File: src/rtl/byte_serializer_tx.sv
// -----------------------------------------------------------------------------
// byte_serializer_tx
//   Transmit end of a strobe-counted serial link. A word is accepted on a
//   valid/ready handshake, then shifted out one bit per bit period
//   (CLKS_PER_BIT cycles). A one-cycle strobe marks the middle of every bit
//   period so the receiver can count DATA_WIDTH strobe events per frame.
//   An optional idle gap of GAP_BITS bit periods follows every frame.
//
// Ports
//   clk         : system clock, rising edge
//   reset       : synchronous, active-high reset
//   in_data     : word to transmit
//   in_valid    : in_data valid
//   in_ready    : block can accept a word (combinational: IDLE and not reset)
//   tx_data     : serial data line
//   tx_strobe   : one-cycle pulse at the middle of each bit period
//   tx_frame    : high while frame bits are on tx_data
//   busy        : high in any state other than IDLE
//   done        : one-cycle pulse after the last bit period
//   frames_sent : completed frames, saturating
// -----------------------------------------------------------------------------
module byte_serializer_tx #(
  parameter int DATA_WIDTH   = 8,
  parameter int CLKS_PER_BIT = 16,
  parameter int MSB_FIRST    = 0,
  parameter int GAP_BITS     = 1,
  parameter int CNT_WIDTH    = 16
) (
  input  logic                  clk,
  input  logic                  reset,
  input  logic [DATA_WIDTH-1:0] in_data,
  input  logic                  in_valid,
  output logic                  in_ready,
  output logic                  tx_data,
  output logic                  tx_strobe,
  output logic                  tx_frame,
  output logic                  busy,
  output logic                  done,
  output logic [CNT_WIDTH-1:0]  frames_sent
);

  localparam int IDX_W   = (DATA_WIDTH > 1) ? $clog2(DATA_WIDTH) : 1;
  localparam int DIV_W   = $clog2(CLKS_PER_BIT);
  localparam int GAP_CYC = GAP_BITS * CLKS_PER_BIT;
  localparam int GAP_W   = (GAP_CYC > 1) ? $clog2(GAP_CYC) : 1;

  localparam logic [IDX_W-1:0] IDX_LAST = IDX_W'(DATA_WIDTH - 1);
  localparam logic [DIV_W-1:0] DIV_LAST = DIV_W'(CLKS_PER_BIT - 1);
  localparam logic [DIV_W-1:0] DIV_MID  = DIV_W'(CLKS_PER_BIT / 2);
  localparam logic [GAP_W-1:0] GAP_LAST = GAP_W'((GAP_CYC > 0) ? GAP_CYC - 1 : 0);

  typedef enum logic [1:0] {S_IDLE, S_SHIFT, S_GAP} state_t;

  state_t                r_state, w_state_nxt;
  logic [DATA_WIDTH-1:0] r_shift;
  logic [IDX_W-1:0]      r_bit_idx;
  logic [DIV_W-1:0]      r_div;
  logic [GAP_W-1:0]      r_gap_cnt;
  logic [CNT_WIDTH-1:0]  r_frames;
  logic                  r_tx_data, r_strobe, r_frame, r_busy, r_done;

  logic                  w_accept, w_frame_end, w_gap_end;
  logic                  w_bit_end, w_last_bit;
  logic [DIV_W-1:0]      w_div_nxt;
  logic [DATA_WIDTH-1:0] w_shift_adv;
  logic                  w_first_bit, w_next_bit;

  assign w_bit_end  = (r_div == DIV_LAST);
  assign w_last_bit = (r_bit_idx == IDX_LAST);
  assign w_div_nxt  = w_bit_end ? '0 : r_div + DIV_W'(1);

  // The bit currently on the line always sits at the output end of r_shift;
  // advancing shifts the next bit into that position.
  assign w_shift_adv = (MSB_FIRST != 0) ? (r_shift << 1) : (r_shift >> 1);
  assign w_next_bit  = (MSB_FIRST != 0) ? w_shift_adv[DATA_WIDTH-1] : w_shift_adv[0];
  assign w_first_bit = (MSB_FIRST != 0) ? in_data[DATA_WIDTH-1] : in_data[0];

  // ---------------------------------------------------------------------------
  // FSM: state register
  // ---------------------------------------------------------------------------
  always_ff @(posedge clk) begin
    if (reset) r_state <= S_IDLE;
    else       r_state <= w_state_nxt;
  end

  // ---------------------------------------------------------------------------
  // FSM: next state and control decodes
  // ---------------------------------------------------------------------------
  always_comb begin
    w_state_nxt = r_state;
    w_accept    = 1'b0;
    w_frame_end = 1'b0;
    w_gap_end   = 1'b0;
    case (r_state)
      S_IDLE: begin
        // in_ready is exactly "IDLE and not reset"; reset overrides the
        // registers anyway, so in_valid alone qualifies the accept here.
        if (in_valid) begin
          w_accept    = 1'b1;
          w_state_nxt = S_SHIFT;
        end
      end
      S_SHIFT: begin
        if (w_bit_end && w_last_bit) begin
          w_frame_end = 1'b1;
          w_state_nxt = (GAP_CYC > 0) ? S_GAP : S_IDLE;
        end
      end
      S_GAP: begin
        if (r_gap_cnt == GAP_LAST) begin
          w_gap_end   = 1'b1;
          w_state_nxt = S_IDLE;
        end
      end
      default: w_state_nxt = S_IDLE;
    endcase
  end

  // ---------------------------------------------------------------------------
  // Datapath and registered outputs
  // ---------------------------------------------------------------------------
  always_ff @(posedge clk) begin
    if (reset) begin
      r_shift   <= '0;
      r_bit_idx <= '0;
      r_div     <= '0;
      r_gap_cnt <= '0;
      r_frames  <= '0;
      r_tx_data <= 1'b0;
      r_strobe  <= 1'b0;
      r_frame   <= 1'b0;
      r_busy    <= 1'b0;
      r_done    <= 1'b0;
    end else begin
      r_strobe <= 1'b0;
      r_done   <= 1'b0;
      case (r_state)
        S_IDLE: begin
          if (w_accept) begin
            r_shift   <= in_data;
            r_bit_idx <= '0;
            r_div     <= '0;
            r_tx_data <= w_first_bit;
            r_frame   <= 1'b1;
            r_busy    <= 1'b1;
          end
        end
        S_SHIFT: begin
          r_div <= w_div_nxt;
          if (w_frame_end) begin
            r_tx_data <= 1'b0;
            r_frame   <= 1'b0;
            r_done    <= 1'b1;
            // Without a gap we land in IDLE, so busy drops in the done cycle.
            r_busy    <= (GAP_CYC > 0);
            r_gap_cnt <= '0;
            if (r_frames != {CNT_WIDTH{1'b1}})
              r_frames <= r_frames + CNT_WIDTH'(1);
          end else begin
            // Strobe is registered, so it is set from the div value the next
            // cycle will carry; this places it in the cycle where div==MID.
            r_strobe <= (w_div_nxt == DIV_MID);
            if (w_bit_end) begin
              r_shift   <= w_shift_adv;
              r_bit_idx <= r_bit_idx + IDX_W'(1);
              r_tx_data <= w_next_bit;
            end
          end
        end
        S_GAP: begin
          r_gap_cnt <= r_gap_cnt + GAP_W'(1);
          if (w_gap_end) r_busy <= 1'b0;
        end
        default: ;
      endcase
    end
  end

  assign in_ready    = (r_state == S_IDLE) && !reset;
  assign tx_data     = r_tx_data;
  assign tx_strobe   = r_strobe;
  assign tx_frame    = r_frame;
  assign busy        = r_busy;
  assign done        = r_done;
  assign frames_sent = r_frames;

endmodule
File: config.mk
export PLATFORM = sky130hd
export DESIGN_NAME = byte_serializer_tx
export DESIGN_NICKNAME = d
export VERILOG_FILES = /design/src/rtl/byte_serializer_tx.sv
export SDC_FILE = /design/constraint.sdc
export NUM_CORES = 1
export LEC_CHECK = 0
export CAP_MARGIN = 40
export CORE_MARGIN = 2
export CORE_UTILIZATION = 45
export DETAILED_ROUTE_END_ITERATION = 8
export PLACE_DENSITY = 0.7
export RECOVER_POWER = 50
export SETUP_SLACK_MARGIN = 0.5
export SYNTH_ARGS = -nofsm -noshare
export SYNTH_HDL_FRONTEND = slang
export SYNTH_SLANG_ARGS = --single-unit
File: constraint.sdc
create_clock -name clk -period 4.85 [get_ports clk]
set_input_delay 0.7275 -clock clk [delete_from_list [all_inputs] [get_ports clk]]
set_output_delay 0.7275 -clock clk [all_outputs]
set_load 0.02 [all_outputs]
==> flow_summary.yaml, run 1 <==
timing:
  setup_violations: 0
  slew-limit-headroom: 0.418
  skew_ns: 0.00530
  finalMaxSlewViolations: 0
  worstMarginPinSlew_ns: 0.865
  post-route-period-util: 0.610
  hold_viol: 0
  min_period_ns: 2.96
  fin_tns_setup_ns: 0
  clock.fmax_mhz: 338
  worst_slack_ns: 1.89
  rsz0062_at_grt: "no"
synth:
  synthTopCellsByArea: "dfxtp_1, a21oi_1, nor2_1"
  ys_ff_latch: 41
  syn_area_um2: 2060
  syn_nets: 252
  seq_area_frac_synth: 0.398
  ys_warn_count: 0
  synthArstFlopShare: 0
  synth_edf_count: 0
  yosysTopAreaCell: "dfxtp_1"
  synth_common_cells: "dfxtp_1, a21oi_1, nor2_1"
  synth_cell_type_count: 42
  syn_inst: 236
  synth_ff_type: "dfxtp_1"
  synth_top_area_share: 0.398
  yosysMostFrequentCell: "dfxtp_1"
  syn_avg_cell_area_um2: 8.74
routing:
  routedWlPerCell_um: 14.5
  drt_iter0_drc: 113
  first_pass_iters: 4
  wl_um: 4570
  vias: 1897
  ant_nets: 0
  vias_per_cell: 6.02
  drc_errors: 0
critical_path:
  cp.required_ns: 4.12
  cp_common_cell: "clkdlybuf4s50_1"
  critical_path_class: "input port to output pin"
  worst_setup_path_start_kind: "input port"
  cp_max_fo: 46
  rr_startpoint: "r_state[0]"
  timing.rr.end: "frames_sent[12]"
  crit_chain: "clkdlybuf4s50_1 -> buf_4 -> nor3_1 -> clkdlybuf4s50_1"
  slowest_delay_ns: 0.56
  ff2ff_setup_slack_ns: 2.42
  startpoint: "reset"
  slowest_stage: "clkdlybuf4s50_1"
  cp-end-kind: "output pin"
  arrival_ns: 2.23
  rr_worst_depth: 4
job:
  drv_cap: 0
grt:
  grt_pass1_wl_um: 7800
  grt_start_max_net_pins: 47
  antenna_found_initial: 0
  grt_pass1_vias: 1672
  grt_overflow: 0
  grtUsageTotal: 0.186
power_and_ir_drop:
  leakage_nw: 0.882
  ir_worst_vdd_mv: 0.175
  cellPowerDensity_nw_per_um2: 277
  total_power_mw: 0.696
cts:
  post_cts_buffers: 0
  clock_latency_ns: 0.29
  numCtsBuffers: 5
  cts_max_level: 2
  clk_path_buf_depth: 2
  cts_resized: 0
  cts_tree: "yes"
  hold_buffers: 0
  cts.sinks: 41
  clk_pin_slew_worst_paths_ns: 0.08
  root_buffer: "clkbuf_8"
floorplanning:
  rows: 24
  ioPinCount: 33
  core_region_area_um2: 4380
  die_area_um2: 5140
  start_util: 0.470
  die_h_um: 71.7
  die_x_um: 71.7
worst_hold_path:
  min_path_type: "flip-flop to flip-flop"
  min_path_cells: 1
  hp-start: "r_bit_idx[1]"
  holdPathEnd: "r_bit_idx[1]"
layout:
  area_growth_syn_to_layout_pct: 21.9
  drive_above_1_share: 0.0722
  n_antenna_cell: 0
  nets: 278
placement:
  place_congestion: 0.833
  pre_cts_ws_ns: 1.88
  dp_hpwl_um: 3140
  port_buffers: 32
run_status:
  status: "completed"
-- state kept, by name (all words and copies together), names as in the netlist --
name and cells:
busy 1, done 1, frames_sent 16, r_bit_idx 3, r_div 4, r_gap_cnt 4, r_shift 7, r_state 2
tx_data 1, tx_frame 1, tx_strobe 1
-- per-layer routing --
metal / global-route usage / vias up / routed length, um
met1: 0.268 / 905 / 2330
met5: 0 / - / 0
li1: - / 956 / -
met3: 0.0422 / 2 / 154
met4: 0.0587 / 0 / 12
met2: 0.277 / 34 / 2080
-- where the power goes --
part	internal (mW)	switching [mW]
sequential	0.346	0.00915
combinational	0.0274	0.0284
clock	0.168	0.118
total	0.541	0.155
-- kinds of logic after synthesis --
group,synth area share
buf+inv,0.0400
compound gates,0.207
flops,0.398
simple gates,0.257
mux,0.0674
fa+ha+maj,0.0303
-- metrics by stage --
step	std cells	cell area, um2	utilization	hold slack, ns
4_1_cts	315	2520	0.574	0.493
6_report	315	2510	0.573	0.490
3_3_place_gp	307	2400	0.548	0.465
5_1_grt	315	2510	0.573	0.515
3_5_place_dp	307	2400	0.548	0.465
2_1_floorplan	236	2060	-	0.446
-- worst max-delay path by stage --
| stage | end | slack [ns] | cells past startpoint |
|---|---|---|---|
| after CTS | in_ready | 1.88 | 4 |
| after detailed placement | in_ready | 1.88 | 4 |
| final | in_ready | 1.89 | 4 |
| after global routing | in_ready | 1.79 | 4 |
| after floorplan | in_ready | 2.54 | 3 |
| after global placement | in_ready | 1.88 | 4 |
-- critical path: cells and delay by family --
family | cells | cell delay [ns]
buf+inv | 3 | 1.41
simple gates | 1 | 0.09
-- cells in the final DEF, fill, tap and decap left out, types with 8 or more instances in the layout --
master | Yosys | routed
dlygate4sd3_1 | 0 | 14
clkdlybuf4s50_1 | 0 | 18
a21oi_1 | 28 | 28
o21ai_0 | 8 | 8
nand4_1 | 9 | 9
nor2_1 | 23 | 23
or4_1 | 9 | 9
dfxtp_1 | 41 | 41
nand3_1 | 8 | 8
-- final cells by class --
| class | count | area, um2 |
|---|---|---|
| inverter | 4 | 15.0 |
| clock buffer | 7 | 86.3 |
| timing repair buffer | 34 | 332 |
| fill | 418 | 1870 |
| clock inverter | 1 | 30.0 |
| tap | 52 | 65.1 |
| multi-input combinational | 176 | 1160 |
| sequential | 41 | 821 |
(Power assumes the default switching activity.)
==> run 2, diff against run 1 <==
==> constraint.sdc (replaced) <==
create_clock -name clk -period 3.09 [get_ports clk]
set_input_delay 0.4635 -clock clk [delete_from_list [all_inputs] [get_ports clk]]
set_output_delay 0.4635 -clock clk [all_outputs]
set_load 0.02 [all_outputs]
==> flow_summary.yaml, run 2 (synthesis results as in run 1) <==
floorplanning:
  die_area_um2: 5140
  rows: 24
  start_util: 0.470
  core_region_area_um2: 4380
  die_h_um: 71.7
  ioPinCount: 33
  die_x_um: 71.7
power_and_ir_drop:
  leakage_nw: 0.867
  cellPowerDensity_nw_per_um2: 398
  ir_worst_vdd_mv: 0.240
  total_power_mw: 0.990
cts:
  clk_path_buf_depth: 2
  cts_max_level: 2
  cts.sinks: 41
  cts_tree: "yes"
  hold_buffers: 0
  clock_latency_ns: 0.30
  clk_pin_slew_worst_paths_ns: 0.07
  post_cts_buffers: 0
  cts_resized: 0
  root_buffer: "clkbuf_8"
  numCtsBuffers: 5
timing:
  min_period_ns: 2.32
  finalMaxSlewViolations: 0
  rsz0062_at_grt: "no"
  worst_slack_ns: 0.767
  setup_violations: 0
  worstMarginPinSlew_ns: 0.643
  post-route-period-util: 0.752
  hold_viol: 0
  fin_tns_setup_ns: 0
  skew_ns: 0.00813
  whs_ns: 0.482
  clock.fmax_mhz: 431
  slew-limit-headroom: 0.570
routing:
  first_pass_iters: 4
  wl_um: 4670
  routedWlPerCell_um: 14.7
  drc_errors: 0
  vias_per_cell: 5.97
  drt_iter0_drc: 149
  vias: 1892
  ant_nets: 0
layout:
  area_growth_syn_to_layout_pct: 20.6
  n_antenna_cell: 0
  largest_reg_flops: 16
  mostFrequentLayoutCell: "dfxtp_1"
  stdcell_count: 317
  final_util: 0.567
  nets: 280
  drive_above_1_share: 0.0679
  final_cell_area_um2: 2490
  layout_common_cells: "dfxtp_1, a21oi_1, nor2_1, clkdlybuf4s50_1, dlygate4sd3_1"
grt:
  grt_start_max_net_pins: 46
  grt_overflow: 0
  grt_pass1_vias: 1739
  grtUsageTotal: 0.198
  grt_pass1_wl_um: 8170
  antenna_found_initial: 0
critical_path:
  cp.required_ns: 3.27
  critical_path_class: "flip-flop to flip-flop"
  worst_setup_path_start_kind: "flip-flop"
  cp-end-kind: "flip-flop"
  arrival_ns: 2.51
  cp_max_fo: 23
  ff2ff_setup_slack_ns: 0.77
job:
  drv_cap: 0
placement:
  port_buffers: 32
  place_congestion: 0.863
  placed_area_um2: 2410
  pre_cts_ws_ns: 0.753
  dp_hpwl_um: 3160
  dp_cells: 309
run_status:
  status: "completed"
worst_hold_path:
  min_path_type: "flip-flop to flip-flop"
[run 2: area by class of cell]
| type | instances | area (um2) |
|---|---|---|
| Timing Repair Buffer | 36 | 347 |
| Inverter | 4 | 15.0 |
| Tap cell | 52 | 65.1 |
| Sequential cell | 41 | 821 |
| Clock buffer | 8 | 80.1 |
| Fill cell | 402 | 1900 |
| Multi-Input combinational cell | 176 | 1160 |
[run 2: path summary, 6_finish.rpt]
path | startpoint | to | cells after the start
hold reg to reg | r_bit_idx[1] | r_bit_idx[1] | 1
hold / removal | r_bit_idx[1] | r_bit_idx[1] | 1
setup reg to reg | r_div[0] | frames_sent[12] | 5
setup / recovery | r_div[0] | frames_sent[12] | 5
[run 2: where the power goes]
part	switching, mW	internal, mW	total, mW
logic	0.0527	0.0441	0.0969
clock network	0.181	0.161	0.342
registers	0.00897	0.543	0.552
total	0.243	0.747	0.990
[run 2: metal layers]
| layer | wire, um | track usage | vias up |
|---|---|---|---|
| met1 | 2300 | 0.285 | 875 |
| met3 | 246 | 0.0464 | 5 |
| met2 | 2060 | 0.288 | 49 |
| met4 | 63 | 0.0713 | 0 |
| met5 | 0 | 0 | - |
| li1 | - | - | 963 |
[run 2: critical path, cell delays in order (launching register included)]
cell,delay [ns]
dfxtp_1,0.40
ha_1,0.29
and4_1,0.31
nand2_1,0.41
nor4b_1,0.44
mux2_2,0.37
==> run 3, diff against run 2 <==
--- a/config.mk
+++ b/config.mk
@@ -9,7 +9,7 @@
 export CORE_MARGIN = 2
 export CORE_UTILIZATION = 45
 export DETAILED_ROUTE_END_ITERATION = 8
-export PLACE_DENSITY = 0.7
+export PLACE_DENSITY = 0.73
 export RECOVER_POWER = 50
 export SETUP_SLACK_MARGIN = 0.5
 export SYNTH_ARGS = -nofsm -noshare
==> constraint.sdc (replaced) <==
create_clock -name clk -period 1.99 [get_ports clk]
set_input_delay 0.2985 -clock clk [delete_from_list [all_inputs] [get_ports clk]]
set_output_delay 0.2985 -clock clk [all_outputs]
set_load 0.02 [all_outputs]
==> flow_summary.yaml, run 3 (synthesis results as in run 1) <==
critical_path:
  cp.depth: 8
  crit_buf_inv: 2
  timing.rr.end: "frames_sent[11]"
  endpoint: "frames_sent[11]"
  path_delay_family: "simple AND/OR/NAND/NOR gates"
  cp.required_ns: 2.16
  worst_setup_path_start_kind: "flip-flop"
  slowest_stage: "dfxtp_2"
  cp_max_fo: 4
  rr_worst_depth: 8
  crit_chain: "ha_4 -> ha_4 -> and4_4 -> nand4_1 -> buf_4 -> buf_4 -> o31ai_2 -> a21oi_1"
  startpoint: "r_bit_idx[0]"
  critical_path_class: "flip-flop to flip-flop"
  ff2ff_setup_slack_ns: 0.12
  arrival_ns: 2.04
  rr_startpoint: "r_bit_idx[0]"
  cp-end-kind: "flip-flop"
  slowest_delay_ns: 0.35
grt:
  grt_pass1_wl_um: 8660
  grt_start_max_net_pins: 46
  grt_overflow: 0
  grtUsageTotal: 0.209
  antenna_found_initial: 0
  grt_pass1_vias: 1946
layout:
  nets: 302
  area_growth_syn_to_layout_pct: 36.7
  layout_common_cells: "dfxtp_1, a21oi_1, nor2_1, dlygate4sd2_1, buf_4"
  drive_above_1_share: 0.224
  mostFrequentLayoutCell: "dfxtp_1"
  largest_reg_flops: 16
  n_antenna_cell: 0
  final_util: 0.643
timing:
  slew-limit-headroom: 0.600
  rsz0062_at_grt: "yes"
  worstMarginPinSlew_ns: 0.600
  post-route-period-util: 0.941
  skew_ns: 0.00735
  min_period_ns: 1.87
  worst_slack_ns: 0.118
  finalMaxSlewViolations: 0
  hold_viol: 0
  setup_violations: 0
  clock.fmax_mhz: 534
  fin_tns_setup_ns: 0
floorplanning:
  rows: 24
  start_util: 0.470
  die_x_um: 71.7
  core_region_area_um2: 4380
  die_h_um: 71.7
  ioPinCount: 33
  die_area_um2: 5140
power_and_ir_drop:
  cellPowerDensity_nw_per_um2: 562
  total_power_mw: 1.58
  intPower_mw: 1.20
  leakage_nw: 1.07
  ir_worst_vdd_mv: 0.329
  switching_share: 0.243
  power_frac_clock: 0.350
  switchingPower_mw: 0.386
  combPwrFrac: 0.108
  seq_power_share: 0.542
cts:
  clk_path_buf_depth: 2
  clock_latency_ns: 0.29
  hold_buffers: 0
  clk_pin_slew_worst_paths_ns: 0.07
  root_buffer: "clkbuf_8"
  cts_max_level: 2
  numCtsBuffers: 5
  cts.sinks: 41
  cts_tree: "yes"
job:
  drv_cap: 0
routing:
  drt_iter0_drc: 115
  ant_nets: 0
  vias: 1995
  drc_errors: 0
  routedWlPerCell_um: 14.7
  first_pass_iters: 4
  vias_per_cell: 5.90
  wl_um: 4990
placement:
  place_congestion: 0.810
  dp_hpwl_um: 3210
  pre_cts_ws_ns: 0.0421
  port_buffers: 32
run_status:
  status: "completed"
worst_hold_path:
  min_path_type: "flip-flop to flip-flop"
==> run 3: timing repair <==
action / CTS / global route
endpoints found under the setup margin: 49 / 30
resized for setup: 41 / 14
buffers inserted: 11 / 3
pin swaps: 8 / 11
gates cloned: 1 / 0
==> run 3: per-stage QoR <==
step	cell area [um2]	cells	hold slack, ns
floorplan	2190	236	0.460
global placement	2580	316	0.472
detailed placement	2580	316	0.473
CTS	2800	335	0.489
global route	2820	338	0.514
finish	2820	338	0.496
==> run 3: worst min path at each step <==
stage	start	endpoint	slack, ns	cells after the start
2_1_floorplan	r_gap_cnt[1]	r_gap_cnt[1]	0.46	2
3_3_place_gp	r_gap_cnt[1]	r_gap_cnt[1]	0.47	2
3_5_place_dp	frames_sent[14]	frames_sent[14]	0.47	2
4_1_cts	frames_sent[14]	frames_sent[14]	0.49	2
5_1_grt	r_bit_idx[1]	r_bit_idx[1]	0.51	1
6_report	r_bit_idx[1]	r_bit_idx[1]	0.50	1
==> run 3: routing by layer <==
metal,vias to the layer above,share of wire,track usage
li1,997,-,-
met1,947,0.44,0.258
met2,47,0.51,0.353
met3,4,0.043,0.0563
met4,0,0.0062,0.0671
met5,-,0,0
==> run 3: power by group through the flow <==
stage                     combinational [mW]  clock [mW]  sequential (mW)
after detailed placement               0.154           0            0.874
after global placement                 0.153           0            0.874
after floorplan                       0.0922           0            0.875
after global routing                   0.190       0.604            0.862
final                                  0.172       0.554            0.859
after CTS                              0.163       0.570            0.854
==> run 3: final cells by class <==
class,count,area [um2]
timing repair buffer,58,483
clock buffer,7,86.3
sequential,41,831
multi-input combinational,176,1340
inverter,4,15.0
tap,52,65.1
fill,390,1570
==> run 3: worst register-to-register path, stage by stage, from the launching register on <==
cell and delay, ns:
dfxtp_2 0.35, ha_4 0.14, ha_4 0.12, and4_4 0.23
nand4_1 0.23, buf_4 0.22, buf_4 0.13, o31ai_2 0.24
a21oi_1 0.10
